## config.mk

```make
export PLATFORM = sky130hd
export DESIGN_NAME = digi_ota_sample_ctrl
export DESIGN_NICKNAME = d
export VERILOG_FILES = /design/src/rtl/digi_ota_sample_ctrl.sv
export SDC_FILE = /design/constraint.sdc
export NUM_CORES = 1
export LEC_CHECK = 0
export CAP_MARGIN = 20
export CORE_ASPECT_RATIO = 0.7
export CORE_MARGIN = 4
export CORE_UTILIZATION = 40
export CTS_BUF_LIST = sky130_fd_sc_hd__clkbuf_2 sky130_fd_sc_hd__clkbuf_4 sky130_fd_sc_hd__clkbuf_8
export DETAILED_ROUTE_END_ITERATION = 8
export REMOVE_ABC_BUFFERS = 1
export SLEW_MARGIN = 20
export SYNTH_ARGS = -nofsm -noshare
export SYNTH_HDL_FRONTEND = slang
export SYNTH_SLANG_ARGS = --single-unit
```

## constraint.sdc

```tcl
create_clock -name clk -period 2.2 [get_ports clk]
set_clock_uncertainty 0.05 [all_clocks]
set_input_delay 0.66 -clock clk [delete_from_list [all_inputs] [get_ports clk]]
set_output_delay 0.66 -clock clk [all_outputs]
set_load 0.005 [all_outputs]
```

## src/rtl/digi_ota_sample_ctrl.sv

```systemverilog
// Sequencer for the digital OTA/comparator: enables it, waits a settling window,
// then majority-votes NUM_SAMPLES synchronised samples into one registered decision.
module digi_ota_sample_ctrl #(
  parameter int SETTLE_CYCLES = 4,
  parameter int NUM_SAMPLES   = 8,
  localparam int CNT_W        = $clog2(NUM_SAMPLES + 1)
) (
  input  logic             clk,
  input  logic             rst_n,
  input  logic             start,
  input  logic             abort,
  input  logic             cont,
  input  logic             cmp_in,
  output logic             ota_en,
  output logic             busy,
  output logic             valid,
  output logic             result,
  output logic [CNT_W-1:0] ones_cnt,
  output logic [7:0]       conv_cnt
);

  localparam int SET_W = (SETTLE_CYCLES > 1) ? $clog2(SETTLE_CYCLES) : 1;
  localparam int SMP_W = (NUM_SAMPLES > 1) ? $clog2(NUM_SAMPLES) : 1;
  localparam logic [SET_W-1:0] SETTLE_LAST = SET_W'(SETTLE_CYCLES - 1);
  localparam logic [SMP_W-1:0] SAMPLE_LAST = SMP_W'(NUM_SAMPLES - 1);
  localparam logic [CNT_W:0]   HALF_THRESH = (CNT_W + 1)'(NUM_SAMPLES);

  typedef enum logic [1:0] {
    IDLE   = 2'd0,
    SETTLE = 2'd1,
    SAMPLE = 2'd2,
    DONE   = 2'd3
  } state_t;

  state_t state, next_state;

  logic             sync1, cmp_s;
  logic [SET_W-1:0] settle_ctr;
  logic [SMP_W-1:0] smp_ctr;
  logic [CNT_W-1:0] acc;
  logic [CNT_W:0]   acc_x2;

  // Two-flop synchroniser on the asynchronous comparator output, always running.
  // NOTE: sequential state uses non-blocking assignments so every flop samples pre-edge values.
  always_ff @(posedge clk or negedge rst_n) begin
    if (!rst_n) begin
      sync1 <= 1'b0;
      cmp_s <= 1'b0;
    end else begin
      sync1 <= cmp_in;
      cmp_s <= sync1;
    end
  end

  always_ff @(posedge clk or negedge rst_n) begin
    if (!rst_n) state <= IDLE;
    else        state <= next_state;
  end

  // NOTE: next_state gets a default before the case so no path can infer a latch.
  always_comb begin
    next_state = state;
    unique case (state)
      IDLE:    if (start) next_state = SETTLE;
      SETTLE:  if (settle_ctr == SETTLE_LAST) next_state = SAMPLE;
      SAMPLE:  if (smp_ctr == SAMPLE_LAST) next_state = DONE;
      DONE:    next_state = cont ? SAMPLE : IDLE;
      default: next_state = IDLE;
    endcase
    if (abort) next_state = IDLE;
  end

  always_ff @(posedge clk or negedge rst_n) begin
    if (!rst_n) begin
      settle_ctr <= '0;
      smp_ctr    <= '0;
      acc        <= '0;
    end else begin
      unique case (state)
        SETTLE: begin
          settle_ctr <= settle_ctr + SET_W'(1);
          smp_ctr    <= '0;
          acc        <= '0;
        end
        SAMPLE: begin
          smp_ctr <= smp_ctr + SMP_W'(1);
          acc     <= acc + CNT_W'(cmp_s);
        end
        default: begin
          settle_ctr <= '0;
          smp_ctr    <= '0;
          acc        <= '0;
        end
      endcase
    end
  end

  assign acc_x2 = {acc, 1'b0};

  // Results publish on the edge leaving DONE, so an abort seen in DONE cannot cancel them.
  always_ff @(posedge clk or negedge rst_n) begin
    if (!rst_n) begin
      ota_en   <= 1'b0;
      busy     <= 1'b0;
      valid    <= 1'b0;
      result   <= 1'b0;
      ones_cnt <= '0;
      conv_cnt <= '0;
    end else begin
      ota_en <= (state != IDLE) && (next_state != IDLE);
      busy   <= (next_state != IDLE);
      valid  <= (state == DONE);
      if (state == DONE) begin
        ones_cnt <= acc;
        result   <= (acc_x2 > HALF_THRESH);
        conv_cnt <= conv_cnt + 8'd1;
      end
    end
  end

endmodule

```

==> impl_metrics.py, run 1 <==
metrics = {
    "power": {
        "leakagePower_nw": 0.761,
        "p_seq_share_pct": 52.8,
        "intPower_mw": 0.850,
        "swShare_pct": 20.9,
        "ir_worst_vdd_mv": 0.361,
        "p_comb_share_pct": 6.4,
        "p_per_area_mw_per_mm2": 689,
        "clockPowerShare_pct": 40.8,
        "power.switching_mw": 0.224,
        "finalPower_mw": 1.07,
    },
    "min_path": {
        "hold_class": "reg2reg",
        "min-delay-start": "sync1",
        "min_path_cells": 0,
    },
    "global_route": {
        "grt_pass1_vias": 779,
        "antenna_found_initial": 0,
        "grt_pass1_wl_um": 3640,
        "grt_max_degree": 30,
        "grtUsageTotal_pct": 12.6,
        "overflow": 0,
    },
    "synthesis": {
        "synth.top_cell.area_share_pct": 58.1,
        "synth.area.top_cells": "dfrtp_1 (58%), ha_1 (6.0%), nand2_1 (6.0%)",
        "synth_cell_types": 28,
        "synth.avg_cell_area_um2": 12.3,
        "synth_seq_cells": 29,
        "synth_edf_count": 0,
        "synth_flop_cell": "dfrtp_1",
        "postSynthCellCount": 102,
        "async_flop_share_pct": 100,
        "yosys-top-cells-count": "dfrtp_1 (29), nand2_1 (20), xnor2_1 (7)",
        "ys_warn_count": 0,
        "yosysMostFrequentCell": "dfrtp_1",
        "yosysSeqAreaShare_pct": 58.1,
        "synthesis.area_mm2": 0.00125,
        "yosysTopAreaCell": "dfrtp_1",
    },
    "timing": {
        "slew_viol_final": 0,
        "hold_viol": 0,
        "fin_setup_tns_ps": 0,
        "whs_ps": 307,
        "fmax_mhz": 517,
        "rsz0062_at_grt": "no",
        "period_share_pct": 88.0,
        "slew_headroom_pct": 71.4,
        "setup_viol": 0,
        "layout_min_cycle_time_ps": 1940,
        "worst_pin_slew_ps": 429,
    },
    "setup_path": {
        "slowest_stage": "clkdlybuf4s50_1",
        "worstSetupPathType": "reg2out",
        "cpPeakStageDelay_ps": 530,
        "worstReg2RegStart": "state[1]",
        "rr_worst_depth": 4,
        "cp_max_fo": 5,
        "critPathCaptureType": "primary output",
        "path_cells": "clkdlybuf4s50_1",
        "path_depth": 1,
        "start_kind": "register",
        "cp.required_ps": 1490,
        "arrival_ps": 1230,
        "crit_buf_inv": 1,
        "crit_path_start": "conv_cnt[2]",
        "crit_family": "buffers and inverters",
    },
    "clocking": {
        "cts_tree": "built",
        "clockBufferDepth": 2,
        "clockRootBuffer": "clkbuf_8",
        "numClockSinks": 29,
        "clk_latency_ps": 270,
        "clk_pin_slew_worst_paths_ps": 60,
        "post_cts_buffers": 0,
        "htreeDepth": 2,
        "cts.repair.resized": 0,
        "cts-buffers-inserted": 5,
        "ctsHoldBuffers": 0,
    },
    "floorplanning": {
        "die-width_um": 74.8,
        "die_height_um": 54.8,
        "io_pins": 22,
        "start_util_pct": 43.4,
        "core-area_mm2": 0.00288,
        "placementRows": 16,
        "dieArea_mm2": 0.00410,
    },
    "route": {
        "num_vias": 780,
        "firstDrtPassIters": 4,
        "vias_per_cell": 4.76,
        "antenna_left": 0,
        "routed_wl_um": 2160,
        "routedWlPerCell_um": 13.2,
        "drtIter0Drc": 43,
        "drc": 0,
    },
    "placed_design": {
        "dp_hpwl_um": 1510,
        "place.gp.congestion": 0.692,
        "placed_area_mm2": 0.00147,
        "dp_cells": 157,
        "numPortBuffers": 21,
    },
    "finish": {
        "insertedDiodeCount": 0,
        "fill_cells": 254,
        "drive_gt1_share_pct": 12.5,
        "nets": 140,
        "fin_cells": 164,
        "multi_input_area_um2": 463,
        "regArea_um2": 726,
        "area_delta_synth_final_pct": 24.8,
        "final_area_mm2": 0.00156,
    },
    "status": {
        "status": "completed",
    },
    "job": {
        "maxCapViolCount": 0,
    },
}
[sequential cells by signal (all words and copies together) (netlist names)]
| name | cells |
|---|---|
| sync1 | 1 |
| ones_cnt | 4 |
| settle_ctr | 2 |
| cmp_s | 1 |
| state | 2 |
| busy | 1 |
| result | 1 |
| ota_en | 1 |
| smp_ctr | 3 |
| conv_cnt | 8 |
| acc | 4 |
| valid | 1 |
[final cells by class]
cell class                 count  share of cell area [%]
clock buffer                   7                    5.77
inverter                       3                    1.20
multi-input combinational     67                    29.7
sequential                    29                    46.5
tap                           36                    2.89
timing repair buffer          22                    14.0
[layer usage]
layer / share of wire (%) / GRT usage, % / up-vias
met4: 1.2 / 5.33 / 0
met2: 38 / 17.6 / 19
li1: - / - / 386
met5: 0 / 0 / -
met3: 6.2 / 5.69 / 5
met1: 54 / 16.7 / 370
[logic make-up after synthesis]
kind of cell,synth area share [%]
xor gates and xnor gates,6.91
buffers and inverters,4.91
muxes,0.801
adders and majority gates,6.01
AOI/OAI and AO/OA,5.31
and+or+nand+nor,18.0
DFF,58.1
[power by group through the flow]
stage | combinational (mW) | clock, mW | sequential [mW]
after floorplan | 0.0230 | 0 | 0.574
after global placement | 0.0687 | 0 | 0.576
after global routing | 0.0789 | 0.480 | 0.569
after detailed placement | 0.0697 | 0 | 0.576
final | 0.0687 | 0.439 | 0.567
after CTS | 0.0706 | 0.453 | 0.567
[path summary, 6_finish.rpt]
kind,end,slack [ps]
hold reg to reg,cmp_s,310
setup / recovery,conv_cnt[2],260
hold / removal,cmp_s,310
min in group asynchronous,state[0],730
max in group asynchronous,smp_ctr[1],1080
setup reg to reg,conv_cnt[6],880
[layout by cell type (no fill, tap or decap)]
cell type	synthesis	final
and2_1	4	4
dfrtp_1	29	29
nand2_8	1	1
nand2_1	20	20
o21ai_0	3	3
mux2i_1	1	1
nand4_4	1	1
inv_8	1	1
ha_1	6	6
o22a_1	1	1
clkdlybuf4s50_1	0	21
and3_2	1	1
inv_1	2	2
xnor2_2	1	1
a22o_1	1	1
and2b_2	2	2
xnor2_1	7	7
o31a_2	1	1
clkbuf_4	0	1
nor2_1	6	6
a31oi_1	1	1
clkbuf_8	0	6
buf_4	0	1
and3_1	1	1
nand2b_1	1	1
nand3_1	1	1
nand4_1	3	3
a21oi_1	2	2
xor2_1	1	1
o21a_1	1	1
[per-stage QoR]
stage,setup slack (ps),util (%)
finish,264,54.1
global route,210,54.1
CTS,260,54.1
detailed placement,525,51.0
global placement,560,51.0
floorplan,1020,-
Power figures use the tool's default switching activity.
==> inputs of run 2 (changes only) <==
CORE_ASPECT_RATIO = unset   (was 0.7)
CTS_CLUSTER_DIAMETER = 150   (was unset)
==> impl_metrics.py, run 2 (synthesized netlist as in run 1, its figures left out) <==
metrics = {
    "status": {
        "status": "completed",
    },
    "route": {
        "firstDrtPassIters": 3,
        "drtIter0Drc": 17,
        "antenna_left": 0,
        "routedWlPerCell_um": 11.6,
        "num_vias": 778,
        "routed_wl_um": 2000,
        "vias_per_cell": 4.50,
        "drc": 0,
    },
    "global_route": {
        "grt_max_degree": 30,
        "grt_pass1_wl_um": 3620,
        "grt_pass1_vias": 830,
        "overflow": 0,
        "antenna_found_initial": 0,
        "grtUsageTotal_pct": 11.5,
    },
    "timing": {
        "fmax_mhz": 506,
        "period_share_pct": 89.8,
        "setup_viol": 0,
        "fin_setup_tns_ps": 0,
        "fin_ws_ps": 223,
        "layout_min_cycle_time_ps": 1980,
        "slew_viol_final": 0,
        "rsz0062_at_grt": "no",
        "hold_viol": 0,
        "whs_ps": 314,
        "worst_pin_slew_ps": 415,
        "slew_headroom_pct": 72.3,
    },
    "setup_path": {
        "cpPeakStageDelay_ps": 530,
        "r2r_end": "conv_cnt[5]",
        "critPathCaptureType": "primary output",
        "rr_worst_depth": 4,
        "cp.required_ps": 1490,
        "arrival_ps": 1270,
        "path_cells": "clkdlybuf4s50_1",
        "slowest_stage": "clkdlybuf4s50_1",
        "crit_family": "buffers and inverters",
        "crit_buf_inv": 1,
        "worstSetupPathType": "reg2out",
        "cp_max_fo": 5,
        "worstReg2RegStart": "state[1]",
        "start_kind": "register",
        "r2r_slack_ps": 900,
    },
    "finish": {
        "fin_cells": 173,
        "largest_register_ffs": 8,
        "reg_top3": "conv_cnt: 8 flops, acc: 4 flops, ones_cnt: 4 flops",
        "layout_commonest_cell": "dfrtp_1",
        "largest-register": "conv_cnt",
        "layout_common_cells": "dfrtp_1 (29), clkdlybuf4s50_1 (21), nand2_1 (20)",
        "insertedDiodeCount": 0,
        "drive_gt1_share_pct": 13.2,
        "nets": 140,
        "area_delta_synth_final_pct": 24.0,
    },
    "min_path": {
        "min-delay-start": "sync1",
        "hold_class": "reg2reg",
        "worst_hold_path.endpoint": "cmp_s",
        "min_path_cells": 0,
    },
    "floorplanning": {
        "dieArea_mm2": 0.00408,
        "start_util_pct": 41.3,
        "placementRows": 20,
        "core-area_mm2": 0.00303,
        "die-width_um": 63.9,
        "io_pins": 22,
        "die_height_um": 63.9,
    },
    "power": {
        "p_per_area_mw_per_mm2": 641,
        "ir_worst_vdd_mv": 0.325,
        "leakagePower_nw": 0.755,
    },
    "clocking": {
        "post_cts_buffers": 0,
        "ctsHoldBuffers": 0,
        "clk_latency_ps": 320,
        "clockRootBuffer": "clkbuf_4",
        "cts.repair.resized": 0,
        "cts_tree": "built",
        "cts-buffers-inserted": 5,
        "htreeDepth": 2,
        "clockBufferDepth": 2,
        "clk_pin_slew_worst_paths_ps": 90,
        "numClockSinks": 29,
    },
    "placed_design": {
        "dp_cells": 165,
        "numPortBuffers": 21,
        "place.gp.congestion": 0.737,
        "post-place-ws_ps": 541,
        "dp_hpwl_um": 1420,
    },
    "job": {
        "maxCapViolCount": 0,
    },
}
-- run 2: area by class of cell --
| type | instances | area, µm² |
|---|---|---|
| Clock inverter | 1 | 5.00 |
| Clock buffer | 7 | 65.1 |
| Multi-Input combinational cell | 67 | 463 |
| Tap cell | 44 | 55.1 |
| Timing Repair Buffer | 22 | 218 |
| Inverter | 3 | 18.8 |
| Fill cell | 296 | 1480 |
| Sequential cell | 29 | 726 |
-- run 2: worst max-delay path by stage --
stage	to	start	cells after the start	slack (ps)
after global placement	state[0]	start	4	560
after global routing	conv_cnt[3]	conv_cnt[3]	1	150
final	conv_cnt[2]	conv_cnt[2]	1	220
after floorplan	settle_ctr[1]	state[1]	2	1020
after CTS	conv_cnt[6]	conv_cnt[6]	1	210
after detailed placement	busy	cont	4	540
-- run 2: metal layers --
| metal | share of wire (%) | global-route usage [%] | vias up | wire length (µm) |
|---|---|---|---|---|
| li1 | - | - | 386 | - |
| met1 | 47 | 13.2 | 368 | 946 |
| met2 | 46 | 19.1 | 19 | 911 |
| met3 | 5.3 | 4.75 | 5 | 105 |
| met4 | 1.8 | 4.04 | 0 | 35 |
| met5 | 0 | 0 | - | 0 |
-- run 2: report_power, final --
part,switching [mW],internal [mW],leakage (nW)
Sequential,0.0160,0.549,0.394
Clock,0.175,0.185,0.0413
Combinational,0.0278,0.0403,0.320
-- run 2: metrics by stage --
| step | instance area (µm²) | utilization (%) | power [mW] |
|---|---|---|---|
| finish | 1550 | 51.2 | 0.993 |
| global route | 1550 | 51.2 | 1.04 |
| CTS | 1550 | 51.2 | 1.01 |
| detailed placement | 1480 | 48.9 | 0.645 |
| global placement | 1480 | 48.9 | 0.645 |
| floorplan | 1210 | - | 0.597 |
